### src/rtl/microcode_sequencer_pkg.sv
// Shared definitions for the 8-bit CPU control unit: control-word bit map,
// opcode encodings, microstep numbers and the fixed control words.
package cpu_ctrl_pkg;

  localparam int CW_WIDTH = 17;

  // Control-word bit positions.
  localparam int HLT = 0;
  localparam int MI  = 1;
  localparam int RI  = 2;
  localparam int RO  = 3;
  localparam int IO  = 4;
  localparam int II  = 5;
  localparam int AI  = 6;
  localparam int AO  = 7;
  localparam int EO  = 8;
  localparam int SU  = 9;
  localparam int BI  = 10;
  localparam int BO  = 11;
  localparam int OI  = 12;
  localparam int CE  = 13;
  localparam int CO  = 14;
  localparam int J   = 15;
  localparam int FI  = 16;

  typedef logic [CW_WIDTH-1:0] cw_t;

  typedef enum logic [3:0] {
    OP_NOP = 4'h0,
    OP_LDA = 4'h1,
    OP_ADD = 4'h2,
    OP_SUB = 4'h3,
    OP_STA = 4'h4,
    OP_LDI = 4'h5,
    OP_JMP = 4'h6,
    OP_JC  = 4'h7,
    OP_JZ  = 4'h8,
    OP_OUT = 4'hE,
    OP_HLT = 4'hF
  } opcode_e;

  localparam int T0 = 0;
  localparam int T1 = 1;
  localparam int T2 = 2;
  localparam int T3 = 3;
  localparam int T4 = 4;

  function automatic cw_t cw_bit(input int idx);
    return cw_t'(1) << idx;
  endfunction

  localparam cw_t CW_FETCH_ADDR = cw_bit(MI) | cw_bit(CO);
  localparam cw_t CW_FETCH_IR   = cw_bit(RO) | cw_bit(II) | cw_bit(CE);
  localparam cw_t CW_OPER_ADDR  = cw_bit(IO) | cw_bit(MI);
  localparam cw_t CW_LOAD_A     = cw_bit(RO) | cw_bit(AI);
  localparam cw_t CW_LOAD_B     = cw_bit(RO) | cw_bit(BI);
  localparam cw_t CW_SUM        = cw_bit(EO) | cw_bit(AI) | cw_bit(FI);
  localparam cw_t CW_DIFF       = cw_bit(EO) | cw_bit(AI) | cw_bit(SU) | cw_bit(FI);
  localparam cw_t CW_STORE_A    = cw_bit(AO) | cw_bit(RI);
  localparam cw_t CW_LOAD_IMM   = cw_bit(IO) | cw_bit(AI);
  localparam cw_t CW_JUMP       = cw_bit(IO) | cw_bit(J);
  localparam cw_t CW_OUTPUT     = cw_bit(AO) | cw_bit(OI);
  localparam cw_t CW_HALT       = cw_bit(HLT);

endpackage

### src/rtl/microcode_sequencer_rom.sv
// Combinational microcode table: maps opcode, microstep and latched flags to
// the control word, and flags the final microstep of the instruction.
module microcode_rom
  import cpu_ctrl_pkg::*;
#(
  parameter int MAX_STEPS  = 5,
  parameter int STEP_WIDTH = 3
) (
  input  logic [3:0]            opcode,
  input  logic [STEP_WIDTH-1:0] step,
  input  logic                  flag_c,
  input  logic                  flag_z,
  input  logic                  early_end,
  output cw_t                   cw,
  output logic                  last
);

  localparam logic [STEP_WIDTH-1:0] S0     = STEP_WIDTH'(T0);
  localparam logic [STEP_WIDTH-1:0] S1     = STEP_WIDTH'(T1);
  localparam logic [STEP_WIDTH-1:0] S2     = STEP_WIDTH'(T2);
  localparam logic [STEP_WIDTH-1:0] S3     = STEP_WIDTH'(T3);
  localparam logic [STEP_WIDTH-1:0] S4     = STEP_WIDTH'(T4);
  localparam logic [STEP_WIDTH-1:0] S_LAST = STEP_WIDTH'(MAX_STEPS - 1);

  cw_t                   exec_cw;
  logic [STEP_WIDTH-1:0] op_last;
  logic                  legal;

  always_comb begin
    // NOTE: every output of this block gets a default first, so no path
    // through the case can leave a value held and infer a latch.
    exec_cw = '0;
    op_last = S1;
    case (opcode)
      OP_LDA: begin
        op_last = S3;
        if (step == S2)      exec_cw = CW_OPER_ADDR;
        else if (step == S3) exec_cw = CW_LOAD_A;
      end
      OP_ADD, OP_SUB: begin
        op_last = S4;
        if (step == S2)      exec_cw = CW_OPER_ADDR;
        else if (step == S3) exec_cw = CW_LOAD_B;
        else if (step == S4) exec_cw = (opcode == OP_SUB) ? CW_DIFF : CW_SUM;
      end
      OP_STA: begin
        op_last = S3;
        if (step == S2)      exec_cw = CW_OPER_ADDR;
        else if (step == S3) exec_cw = CW_STORE_A;
      end
      OP_LDI: begin
        op_last = S2;
        if (step == S2) exec_cw = CW_LOAD_IMM;
      end
      OP_JMP: begin
        op_last = S2;
        if (step == S2) exec_cw = CW_JUMP;
      end
      // Conditional jumps still spend T2 when not taken, so timing is fixed.
      OP_JC: begin
        op_last = S2;
        if (step == S2 && flag_c) exec_cw = CW_JUMP;
      end
      OP_JZ: begin
        op_last = S2;
        if (step == S2 && flag_z) exec_cw = CW_JUMP;
      end
      OP_OUT: begin
        op_last = S2;
        if (step == S2) exec_cw = CW_OUTPUT;
      end
      OP_HLT: begin
        op_last = S2;
        if (step == S2) exec_cw = CW_HALT;
      end
      default: ;
    endcase
  end

  assign legal = (step <= S_LAST);

  always_comb begin
    cw = '0;
    if (legal) begin
      if (step == S0)      cw = CW_FETCH_ADDR;
      else if (step == S1) cw = CW_FETCH_IR;
      else                 cw = exec_cw;
    end
  end

  // An out-of-range step counts as last so the counter recovers to T0.
  assign last = !legal || (step == (early_end ? op_last : S_LAST));

endmodule

### src/rtl/microcode_sequencer.sv
// CPU control unit top: microstep counter, carry/zero flag register and halt
// state around the combinational microcode table.
module microcode_sequencer
  import cpu_ctrl_pkg::*;
#(
  parameter int MAX_STEPS  = 5,
  parameter int STEP_WIDTH = 3,
  parameter int EARLY_END  = 1
) (
  input  logic                  clk,
  input  logic                  rst_n,
  input  logic                  clk_en,
  input  logic [3:0]            ir_opcode,
  input  logic                  alu_carry,
  input  logic                  alu_zero,
  output logic [CW_WIDTH-1:0]   ctrl,
  output logic [STEP_WIDTH-1:0] step,
  output logic                  flag_c,
  output logic                  flag_z,
  output logic                  halted,
  output logic                  instr_done
);

  typedef enum logic {
    ST_RUN,
    ST_HALT
  } run_state_e;

  localparam logic EARLY_END_BIT = (EARLY_END != 0);

  run_state_e state;
  cw_t        rom_cw;
  logic       rom_last;
  logic       advance;

  microcode_rom #(
    .MAX_STEPS  (MAX_STEPS),
    .STEP_WIDTH (STEP_WIDTH)
  ) u_rom (
    .opcode    (ir_opcode),
    .step      (step),
    .flag_c    (flag_c),
    .flag_z    (flag_z),
    .early_end (EARLY_END_BIT),
    .cw        (rom_cw),
    .last      (rom_last)
  );

  assign halted     = (state == ST_HALT);
  assign ctrl       = halted ? CW_HALT : rom_cw;
  assign advance    = clk_en && !halted;
  assign instr_done = advance && rom_last;

  always_ff @(posedge clk or negedge rst_n) begin
    // NOTE: state registers use non-blocking assignments so every register
    // samples the pre-edge values regardless of statement order.
    if (!rst_n) begin
      state  <= ST_RUN;
      step   <= '0;
      flag_c <= 1'b0;
      flag_z <= 1'b0;
    end else if (advance) begin
      // Halting freezes the step at the HLT microstep; only reset leaves.
      if (rom_cw[HLT])   state <= ST_HALT;
      else if (rom_last) step  <= '0;
      else               step  <= step + STEP_WIDTH'(1);
      if (rom_cw[FI]) begin
        flag_c <= alu_carry;
        flag_z <= alu_zero;
      end
    end
  end

endmodule

### config.mk
export PLATFORM = sky130hd
export DESIGN_NAME = microcode_sequencer
export DESIGN_NICKNAME = d
export VERILOG_FILES = /design/src/rtl/microcode_sequencer_pkg.sv /design/src/rtl/microcode_sequencer_rom.sv /design/src/rtl/microcode_sequencer.sv
export SDC_FILE = /design/constraint.sdc
export NUM_CORES = 1
export LEC_CHECK = 0
export BUFFER_PORTS_ARGS = -buffer_cell sky130_fd_sc_hd__buf_2
export CAP_MARGIN = 30
export CORE_MARGIN = 10
export CORE_UTILIZATION = 35
export DETAILED_ROUTE_END_ITERATION = 6
export PLACE_DENSITY = 0.71
export SLEW_MARGIN = 40
export SYNTH_ARGS = -nofsm -noshare
export SYNTH_HDL_FRONTEND = slang
export SYNTH_HIERARCHICAL = 1
export SYNTH_SLANG_ARGS = --single-unit
### constraint.sdc
create_clock -name clk -period 3.1 [get_ports clk]
set_input_delay 0.775 -clock clk [delete_from_list [all_inputs] [get_ports clk]]
set_output_delay 0.775 -clock clk [all_outputs]
set_load 0.02 [all_outputs]
==> results of run 1 <==
==> power by group through the flow <==
stage	Sequential, W	Combinational [W]	Clock (W)
4_1_cts	0.000201	0.000550	0.0000726
2_1_floorplan	0.000191	0.000420	0
5_1_grt	0.000218	0.000606	0.0000803
3_3_place_gp	0.000197	0.000533	0
6_report	0.000199	0.000545	0.0000689
3_5_place_dp	0.000202	0.000544	0
==> cell type report <==
cell class                 instances  area [sq um]  share of cell area
clock buffer                       3          22.5              0.0207
tap                               28          35.0              0.0322
inverter                           4          15.0              0.0138
sequential                         6           150               0.138
timing repair buffer              42           260               0.239
multi-input combinational         93           604               0.556
==> worst paths after layout <==
check | end | slack, ns
max reg2reg | step[2]$_DFFE_PN0P_ | 1.29
max in group asynchronous | step[0]$_DFFE_PN0P_ | 2.61
min | flag_c$_DFFE_PN0P_ | 0.35
max | instr_done | 0.03
min reg2reg | flag_c$_DFFE_PN0P_ | 0.55
min in group clk | flag_c$_DFFE_PN0P_ | 0.55
==> per-stage QoR <==
stage | cell area, sq um | setup WS (ns) | setup TNS (ns) | total power (W) | hold slack, ns
finish | 1090 | 0.0340 | 0 | 0.000812 | 0.352
global route | 1090 | -0.0138 | -0.0138 | 0.000904 | 0.341
CTS | 1070 | 0.00158 | 0 | 0.000824 | 0.345
detailed placement | 1040 | -0.0240 | -0.0240 | 0.000745 | 0.550
global placement | 1040 | -0.0110 | -0.0110 | 0.000730 | 0.532
floorplan | 861 | 0.0606 | 0 | 0.000612 | 0.479
==> registers in the layout, summed over array words and instances, names as in the netlist <==
register  cells
flag_z        1
halted        1
step          3
flag_c        1
==> critical path: stages <==
cell and delay, ns:
sky130_fd_sc_hd__buf_8 0.10, sky130_fd_sc_hd__or3b_1 0.38, sky130_fd_sc_hd__a21oi_2 0.13, sky130_fd_sc_hd__o21ai_1 0.09, sky130_fd_sc_hd__mux2_4 0.32, sky130_fd_sc_hd__nor4_4 0.16, sky130_fd_sc_hd__and3b_2 0.22, sky130_fd_sc_hd__buf_6 0.11
==> metal layers <==
metal	up-vias	GRT usage	routed length (microns)
li1	443	-	-
met1	400	0.120	1030
met2	29	0.150	1040
met3	4	0.0371	172
met4	0	0.0377	25
met5	-	0	0
==> timing repair <==
action,in CTS,in global routing
buffers inserted,0,0
setup endpoints to repair,1,1
cloned,0,0
resized for setup,3,6
pin swaps,1,0
==> layout by cell type (no fill, tap or decap), types with 3 or more instances in the layout <==
master                     Yosys  layout
sky130_fd_sc_hd__mux2_2        3       3
sky130_fd_sc_hd__and2b_2       8       8
sky130_fd_sc_hd__nor2_1       14      14
sky130_fd_sc_hd__buf_2         0      28
sky130_fd_sc_hd__dfrtp_1       6       6
sky130_fd_sc_hd__nor3_1        7       7
sky130_fd_sc_hd__conb_1        2       5
sky130_fd_sc_hd__nand2_1      10      10
sky130_fd_sc_hd__nor2b_1      10      10
sky130_fd_sc_hd__o21ai_1       4       5
sky130_fd_sc_hd__inv_1         4       4
sky130_fd_sc_hd__buf_4         3      11
sky130_fd_sc_hd__clkbuf_4      0       3
==> logic make-up (layout without fill, tap and decap cells) <==
kind of cell / after synthesis / after routing / synth area share
adders and majority gates: 1 / 1 / 0.0149
and+or+nand+nor: 64 / 64 / 0.454
AOI/OAI and AO/OA: 17 / 17 / 0.132
buffers and inverters: 15 / 49 / 0.131
DFF: 6 / 6 / 0.179
xor gates and xnor gates: 1 / 1 / 0.0104
other: 2 / 5 / 0.00893
muxes: 5 / 5 / 0.0699
==> impl_metrics.xml, run 1 <==
<?xml version="1.0" encoding="UTF-8"?>
<metrics>
  <group name="timing">
    <metric name="finalHoldViolCount" unit="">0</metric>
    <metric name="report.final.setup_viol" unit="">0</metric>
    <metric name="finalMaxSlewViolations" unit="">0</metric>
    <metric name="achievable_clock_frequency" unit="MHz">326</metric>
    <metric name="slew-limit-headroom" unit="">0.648</metric>
    <metric name="worstMarginPinSlew" unit="ns">0.528</metric>
    <metric name="clock-skew-final" unit="ns">0.000888</metric>
    <metric name="final_period_minus_worst_setup_slack" unit="ns">3.07</metric>
    <metric name="rsz0062_at_grt" unit="">yes</metric>
    <metric name="period_share" unit="">0.989</metric>
  </group>
  <group name="clock_network">
    <metric name="clk_transition_reported_paths" unit="ns">0.04</metric>
    <metric name="numClockSinks" unit="">6</metric>
    <metric name="clock_latency" unit="ns">0.24</metric>
    <metric name="cts_made_buffers" unit="">3</metric>
    <metric name="max-clock-path-buffers" unit="">2</metric>
    <metric name="clock-root-buffer" unit="">sky130_fd_sc_hd__clkbuf_4</metric>
    <metric name="cts_tree" unit="">done</metric>
    <metric name="ctsHtreeMaxLevel" unit="">1</metric>
    <metric name="cts-hold-fix-buffers" unit="">0</metric>
  </group>
  <group name="cells_and_area">
    <metric name="insertedDiodeCount" unit="">0</metric>
    <metric name="area_growth_syn_to_layout" unit="%">29.3</metric>
    <metric name="final_layout_size_suffix_gt1_frac" unit="">0.439</metric>
    <metric name="finish.utilization" unit="">0.482</metric>
    <metric name="layout_fillers" unit="">242</metric>
    <metric name="num-nets-final" unit="">160</metric>
    <metric name="non_filler_instance_count_after_layout" unit="">176</metric>
  </group>
  <group name="synth">
    <metric name="synth_async_sr_flop_share" unit="">1.00</metric>
    <metric name="yosysUniqueCellTypes" unit="">41</metric>
    <metric name="post_synthesis_cell_type_with_the_largest_combined_area" unit="">sky130_fd_sc_hd__dfrtp_1</metric>
    <metric name="share_of_the_synthesized_area_in_the_top_cell_type" unit="">0.179</metric>
    <metric name="synth_seq_area_share" unit="">0.179</metric>
    <metric name="yosys-top-cells-area" unit="">sky130_fd_sc_hd__dfrtp_1 (18%), sky130_fd_sc_hd__and2b_2 (8.3%), sky130_fd_sc_hd__nor2b_1 (7.4%)</metric>
    <metric name="synth_top_cells_by_count" unit="">sky130_fd_sc_hd__nor2_1 (14), sky130_fd_sc_hd__nand2_1 (10), sky130_fd_sc_hd__nor2b_1 (10)</metric>
    <metric name="gate_count_post_synth" unit="">111</metric>
    <metric name="synthesis.area_per_instance" unit="sq um">7.57</metric>
    <metric name="synthFlopType" unit="">sky130_fd_sc_hd__dfrtp_1</metric>
    <metric name="synthMostInstantiatedCell" unit="">sky130_fd_sc_hd__nor2_1</metric>
    <metric name="syn_area" unit="sq um">841</metric>
    <metric name="yosys_warning_count" unit="">6</metric>
    <metric name="ff_latch_count_synth" unit="">6</metric>
    <metric name="synth_edf_count" unit="">0</metric>
  </group>
  <group name="floorplanning">
    <metric name="dieHeight" unit="microns">69.0</metric>
    <metric name="initial_core_util" unit="">0.373</metric>
    <metric name="floorplan.rows" unit="">17</metric>
    <metric name="design.die.area" unit="sq um">4760</metric>
    <metric name="core_area" unit="sq um">2250</metric>
    <metric name="die-width" unit="microns">69.0</metric>
    <metric name="top_level_ports" unit="">33</metric>
  </group>
  <group name="setup_path">
    <metric name="required" unit="ns">2.32</metric>
    <metric name="worstSetupStartpoint" unit="">ir_opcode[0]</metric>
    <metric name="worst_ep_arrival_time" unit="ns">2.29</metric>
    <metric name="worst_r2r_path_depth" unit="">7</metric>
    <metric name="timing.critical_path.fanout_max" unit="">4</metric>
    <metric name="startpoint_type" unit="">primary input</metric>
    <metric name="worstSetupEndpointType" unit="">output port</metric>
    <metric name="r2r-start" unit="">step[0]$_DFFE_PN0P_</metric>
    <metric name="criticalPathCategory" unit="">in2out</metric>
  </group>
  <group name="grt">
    <metric name="number_of_antenna_violations_at_the_first_check_in_global_routing" unit="">0</metric>
    <metric name="grt_first_pass_wirelength" unit="microns">4120</metric>
    <metric name="grt.total_usage" unit="">0.0982</metric>
    <metric name="grt-ovfl-total" unit="">0</metric>
    <metric name="grt_pass1_vias" unit="">926</metric>
    <metric name="grt_max_degree" unit="">22</metric>
  </group>
  <group name="placed_design">
    <metric name="placement.io_buffers" unit="">31</metric>
    <metric name="gp_congestion" unit="">0.782</metric>
    <metric name="placedCellCount" unit="">173</metric>
    <metric name="detailedPlacementHpwl" unit="microns">1900</metric>
  </group>
  <group name="power_and_ir_drop">
    <metric name="p_int" unit="W">0.000398</metric>
    <metric name="comb_power_share" unit="">0.671</metric>
    <metric name="total_leakage_power" unit="nW">0.581</metric>
    <metric name="seq_power_share" unit="">0.245</metric>
    <metric name="vdd_drop_max" unit="uV">418</metric>
    <metric name="clock_power_share" unit="">0.085</metric>
    <metric name="power_switching" unit="W">0.000414</metric>
    <metric name="power.share.switching" unit="">0.509</metric>
    <metric name="power.density_cell_area" unit="nW/um^2">747</metric>
  </group>
  <group name="drt">
    <metric name="wire_per_inst" unit="microns">12.9</metric>
    <metric name="final_antenna_net_count" unit="">0</metric>
    <metric name="drt_drc_violations_left" unit="">0</metric>
    <metric name="drt_first_pass_iters" unit="">4</metric>
    <metric name="route.final.wire_length" unit="microns">2270</metric>
    <metric name="drt-vias-per-instance" unit="">4.98</metric>
    <metric name="vias" unit="">876</metric>
    <metric name="drt-initial-drc-count" unit="">14</metric>
  </group>
  <group name="status">
    <metric name="run_status" unit="">finished, final reports clean</metric>
  </group>
  <group name="worst_hold_path">
    <metric name="hold_path.class" unit="">in2async</metric>
  </group>
  <group name="run">
    <metric name="maxCapViolations" unit="">0</metric>
  </group>
</metrics>
Power figures use the tool's default switching activity.
==> inputs of run 2 (changes only) <==
- CORE_UTILIZATION: 35 -> 43
- PLACE_DENSITY: 0.71 -> 0.83
==> run 2 against run 1 <==
Compared with the run above:
- worst hold slack lost 0.0046 ns
- cell count shrank 1.7%
- flip-flop and latch count is the same
- clock power grew 3.0%
- combinational power grew 3%
- die area shrank 13%
- clock skew is essentially flat
- routed wire length grew 2.2%
- core utilization grew 13 points
- sequential power is essentially flat
- sequential share of layout area shrank 0.063 points
- power grew 2.6%
==> impl_metrics.xml, run 2 (synthesis results as in run 1) <==
<?xml version="1.0" encoding="UTF-8"?>
<metrics>
  <group name="timing">
    <metric name="hold-worst-slack" unit="ns">0.347</metric>
    <metric name="finalHoldViolCount" unit="">0</metric>
    <metric name="finalMaxSlewViolations" unit="">0</metric>
    <metric name="slew-limit-headroom" unit="">0.626</metric>
    <metric name="clock-skew-final" unit="ns">0.000784</metric>
    <metric name="period_share" unit="">0.982</metric>
    <metric name="tns" unit="ns">0</metric>
    <metric name="worstMarginPinSlew" unit="ns">0.561</metric>
    <metric name="achievable_clock_frequency" unit="MHz">329</metric>
    <metric name="final_period_minus_worst_setup_slack" unit="ns">3.04</metric>
    <metric name="rsz0062_at_grt" unit="">yes</metric>
    <metric name="report.final.setup_viol" unit="">0</metric>
  </group>
  <group name="cells_and_area">
    <metric name="largest_register_ff_count" unit="">3</metric>
    <metric name="num-nets-final" unit="">160</metric>
    <metric name="layout.cells.most_common_list" unit="">sky130_fd_sc_hd__buf_2 (27), sky130_fd_sc_hd__nor2_1 (14), sky130_fd_sc_hd__buf_4 (11)</metric>
    <metric name="insertedDiodeCount" unit="">0</metric>
    <metric name="layout_fillers" unit="">159</metric>
    <metric name="final_common_cell" unit="">sky130_fd_sc_hd__buf_2</metric>
    <metric name="multiInputGateArea" unit="sq um">611</metric>
    <metric name="largest_register" unit="">step</metric>
    <metric name="area_growth_syn_to_layout" unit="%">29.9</metric>
    <metric name="final_layout_size_suffix_gt1_frac" unit="">0.453</metric>
    <metric name="register_area" unit="sq um">150</metric>
    <metric name="non_filler_instance_count_after_layout" unit="">173</metric>
    <metric name="finish.utilization" unit="">0.613</metric>
  </group>
  <group name="floorplanning">
    <metric name="design.die.area" unit="sq um">4120</metric>
    <metric name="dieHeight" unit="microns">64.2</metric>
    <metric name="die-width" unit="microns">64.2</metric>
    <metric name="initial_core_util" unit="">0.472</metric>
    <metric name="floorplan.rows" unit="">15</metric>
    <metric name="top_level_ports" unit="">33</metric>
    <metric name="core_area" unit="sq um">1780</metric>
  </group>
  <group name="setup_path">
    <metric name="required" unit="ns">2.32</metric>
    <metric name="crit_family" unit="">simple AND/OR/NAND/NOR gates</metric>
    <metric name="worstSetupEndpointType" unit="">output port</metric>
    <metric name="timing.reg2reg.setup_slack" unit="ns">1.18</metric>
    <metric name="worst_r2r_path_depth" unit="">8</metric>
    <metric name="worst_path_largest_cell_delay" unit="ns">0.38</metric>
    <metric name="worstSetupStartpoint" unit="">ir_opcode[2]</metric>
    <metric name="worst_ep_arrival_time" unit="ns">2.27</metric>
    <metric name="timing.critical_path.fanout_max" unit="">2</metric>
    <metric name="r2r-start" unit="">step[0]$_DFFE_PN0P_</metric>
    <metric name="criticalPathCategory" unit="">in2out</metric>
    <metric name="endpoint" unit="">instr_done</metric>
    <metric name="worstPathCellList" unit="">buf_6 &gt; or3b_4 &gt; a21oi_2 &gt; o21ai_2 &gt; mux2_4 &gt; nor4_4 &gt; and3b_2 &gt; buf_6</metric>
    <metric name="endpoint_of_the_worst_slack_reg_to_reg_timing_path" unit="">step[2]$_DFFE_PN0P_</metric>
    <metric name="cp.buffers_inverters" unit="">2</metric>
    <metric name="critical-path-slowest-cell" unit="">sky130_fd_sc_hd__or3b_4</metric>
    <metric name="cp.depth" unit="">8</metric>
    <metric name="startpoint_type" unit="">primary input</metric>
    <metric name="cp_common_cell" unit="">sky130_fd_sc_hd__buf_6</metric>
  </group>
  <group name="grt">
    <metric name="grt-ovfl-total" unit="">0</metric>
    <metric name="grt_pass1_vias" unit="">920</metric>
    <metric name="number_of_antenna_violations_at_the_first_check_in_global_routing" unit="">0</metric>
    <metric name="grt.total_usage" unit="">0.108</metric>
    <metric name="grt_first_pass_wirelength" unit="microns">3830</metric>
    <metric name="grt_max_degree" unit="">22</metric>
  </group>
  <group name="drt">
    <metric name="wire_per_inst" unit="microns">13.4</metric>
    <metric name="route.final.wire_length" unit="microns">2320</metric>
    <metric name="vias" unit="">851</metric>
    <metric name="drt_first_pass_iters" unit="">4</metric>
    <metric name="final_antenna_net_count" unit="">0</metric>
    <metric name="drt-vias-per-instance" unit="">4.92</metric>
    <metric name="drt_drc_violations_left" unit="">0</metric>
    <metric name="drt-initial-drc-count" unit="">15</metric>
  </group>
  <group name="run">
    <metric name="maxCapViolations" unit="">0</metric>
  </group>
  <group name="power_and_ir_drop">
    <metric name="power.density_cell_area" unit="nW/um^2">762</metric>
    <metric name="post-layout-total-power" unit="W">0.000833</metric>
    <metric name="vdd_drop_max" unit="uV">728</metric>
    <metric name="total_leakage_power" unit="nW">0.584</metric>
  </group>
  <group name="clock_network">
    <metric name="cts_tree" unit="">done</metric>
    <metric name="ctsHtreeMaxLevel" unit="">1</metric>
    <metric name="numClockSinks" unit="">6</metric>
    <metric name="clock_latency" unit="ns">0.24</metric>
    <metric name="cts-hold-fix-buffers" unit="">0</metric>
    <metric name="cts_made_buffers" unit="">3</metric>
    <metric name="max-clock-path-buffers" unit="">2</metric>
    <metric name="clk_transition_reported_paths" unit="ns">0.04</metric>
    <metric name="clock-root-buffer" unit="">sky130_fd_sc_hd__clkbuf_4</metric>
  </group>
  <group name="status">
    <metric name="run_status" unit="">finished, final reports clean</metric>
  </group>
  <group name="placed_design">
    <metric name="detailedPlacementHpwl" unit="microns">1900</metric>
    <metric name="placement.io_buffers" unit="">31</metric>
    <metric name="gp_congestion" unit="">0.856</metric>
    <metric name="placedCellCount" unit="">168</metric>
  </group>
  <group name="worst_hold_path">
    <metric name="hold_path.class" unit="">in2async</metric>
  </group>
</metrics>
run 2: cell counts in the layout (fill, tap and decap cells not counted):
Identical to the previous run, type by type.
run 2: layout make-up:
| cell class | instances | share of cell area |
|---|---|---|
| clock buffers | 3 | 0.0206 |
| multi-input cells | 93 | 0.559 |
| repair buffers | 42 | 0.241 |
| well taps | 25 | 0.0286 |
| flip-flops and latches | 6 | 0.137 |
| inverters | 4 | 0.0137 |
run 2: what timing repair did:
| action | CTS | global route |
|---|---|---|
| buffers inserted | 2 | 0 |
| endpoints found under the hold margin | 0 | 0 |
| resized for setup | 5 | 5 |
| pin swaps | 5 | 3 |
| endpoints found under the setup margin | 1 | 1 |
run 2: stage by stage:
| step | area (sq um) | setup slack (ns) |
|---|---|---|
| 2_1_floorplan | 861 | 0.0606 |
| 3_3_place_gp | 1020 | -0.122 |
| 3_5_place_dp | 1020 | -0.166 |
| 4_1_cts | 1080 | -0.122 |
| 5_1_grt | 1090 | -0.0256 |
| 6_report | 1090 | 0.0565 |
run 2: how the worst min path moves through the flow:
stage | slack, ns | to | startpoint | cells past startpoint
6_report | 0.35 | step[0]$_DFFE_PN0P_ | rst_n | 1
5_1_grt | 0.34 | step[0]$_DFFE_PN0P_ | rst_n | 1
4_1_cts | 0.34 | step[0]$_DFFE_PN0P_ | rst_n | 1
3_5_place_dp | 0.55 | flag_c$_DFFE_PN0P_ | flag_c$_DFFE_PN0P_ | 1
3_3_place_gp | 0.52 | flag_c$_DFFE_PN0P_ | flag_c$_DFFE_PN0P_ | 1
2_1_floorplan | 0.48 | flag_c$_DFFE_PN0P_ | rst_n | 0
run 2: routing by layer:
layer | GRT usage | up-vias | part of all wire
met4 | 0.0428 | 0 | 0.016
met1 | 0.111 | 380 | 0.43
met2 | 0.198 | 21 | 0.50
met3 | 0.0366 | 4 | 0.057
met5 | 0 | - | 0
li1 | - | 446 | -
run 2: where the power goes:
group	internal, W	leakage, nW	switching, W
combinational	0.000251	0.492	0.000309
clock	0.0000437	0.0138	0.0000273
sequential	0.000112	0.0779	0.0000890
total	0.000407	0.584	0.000425
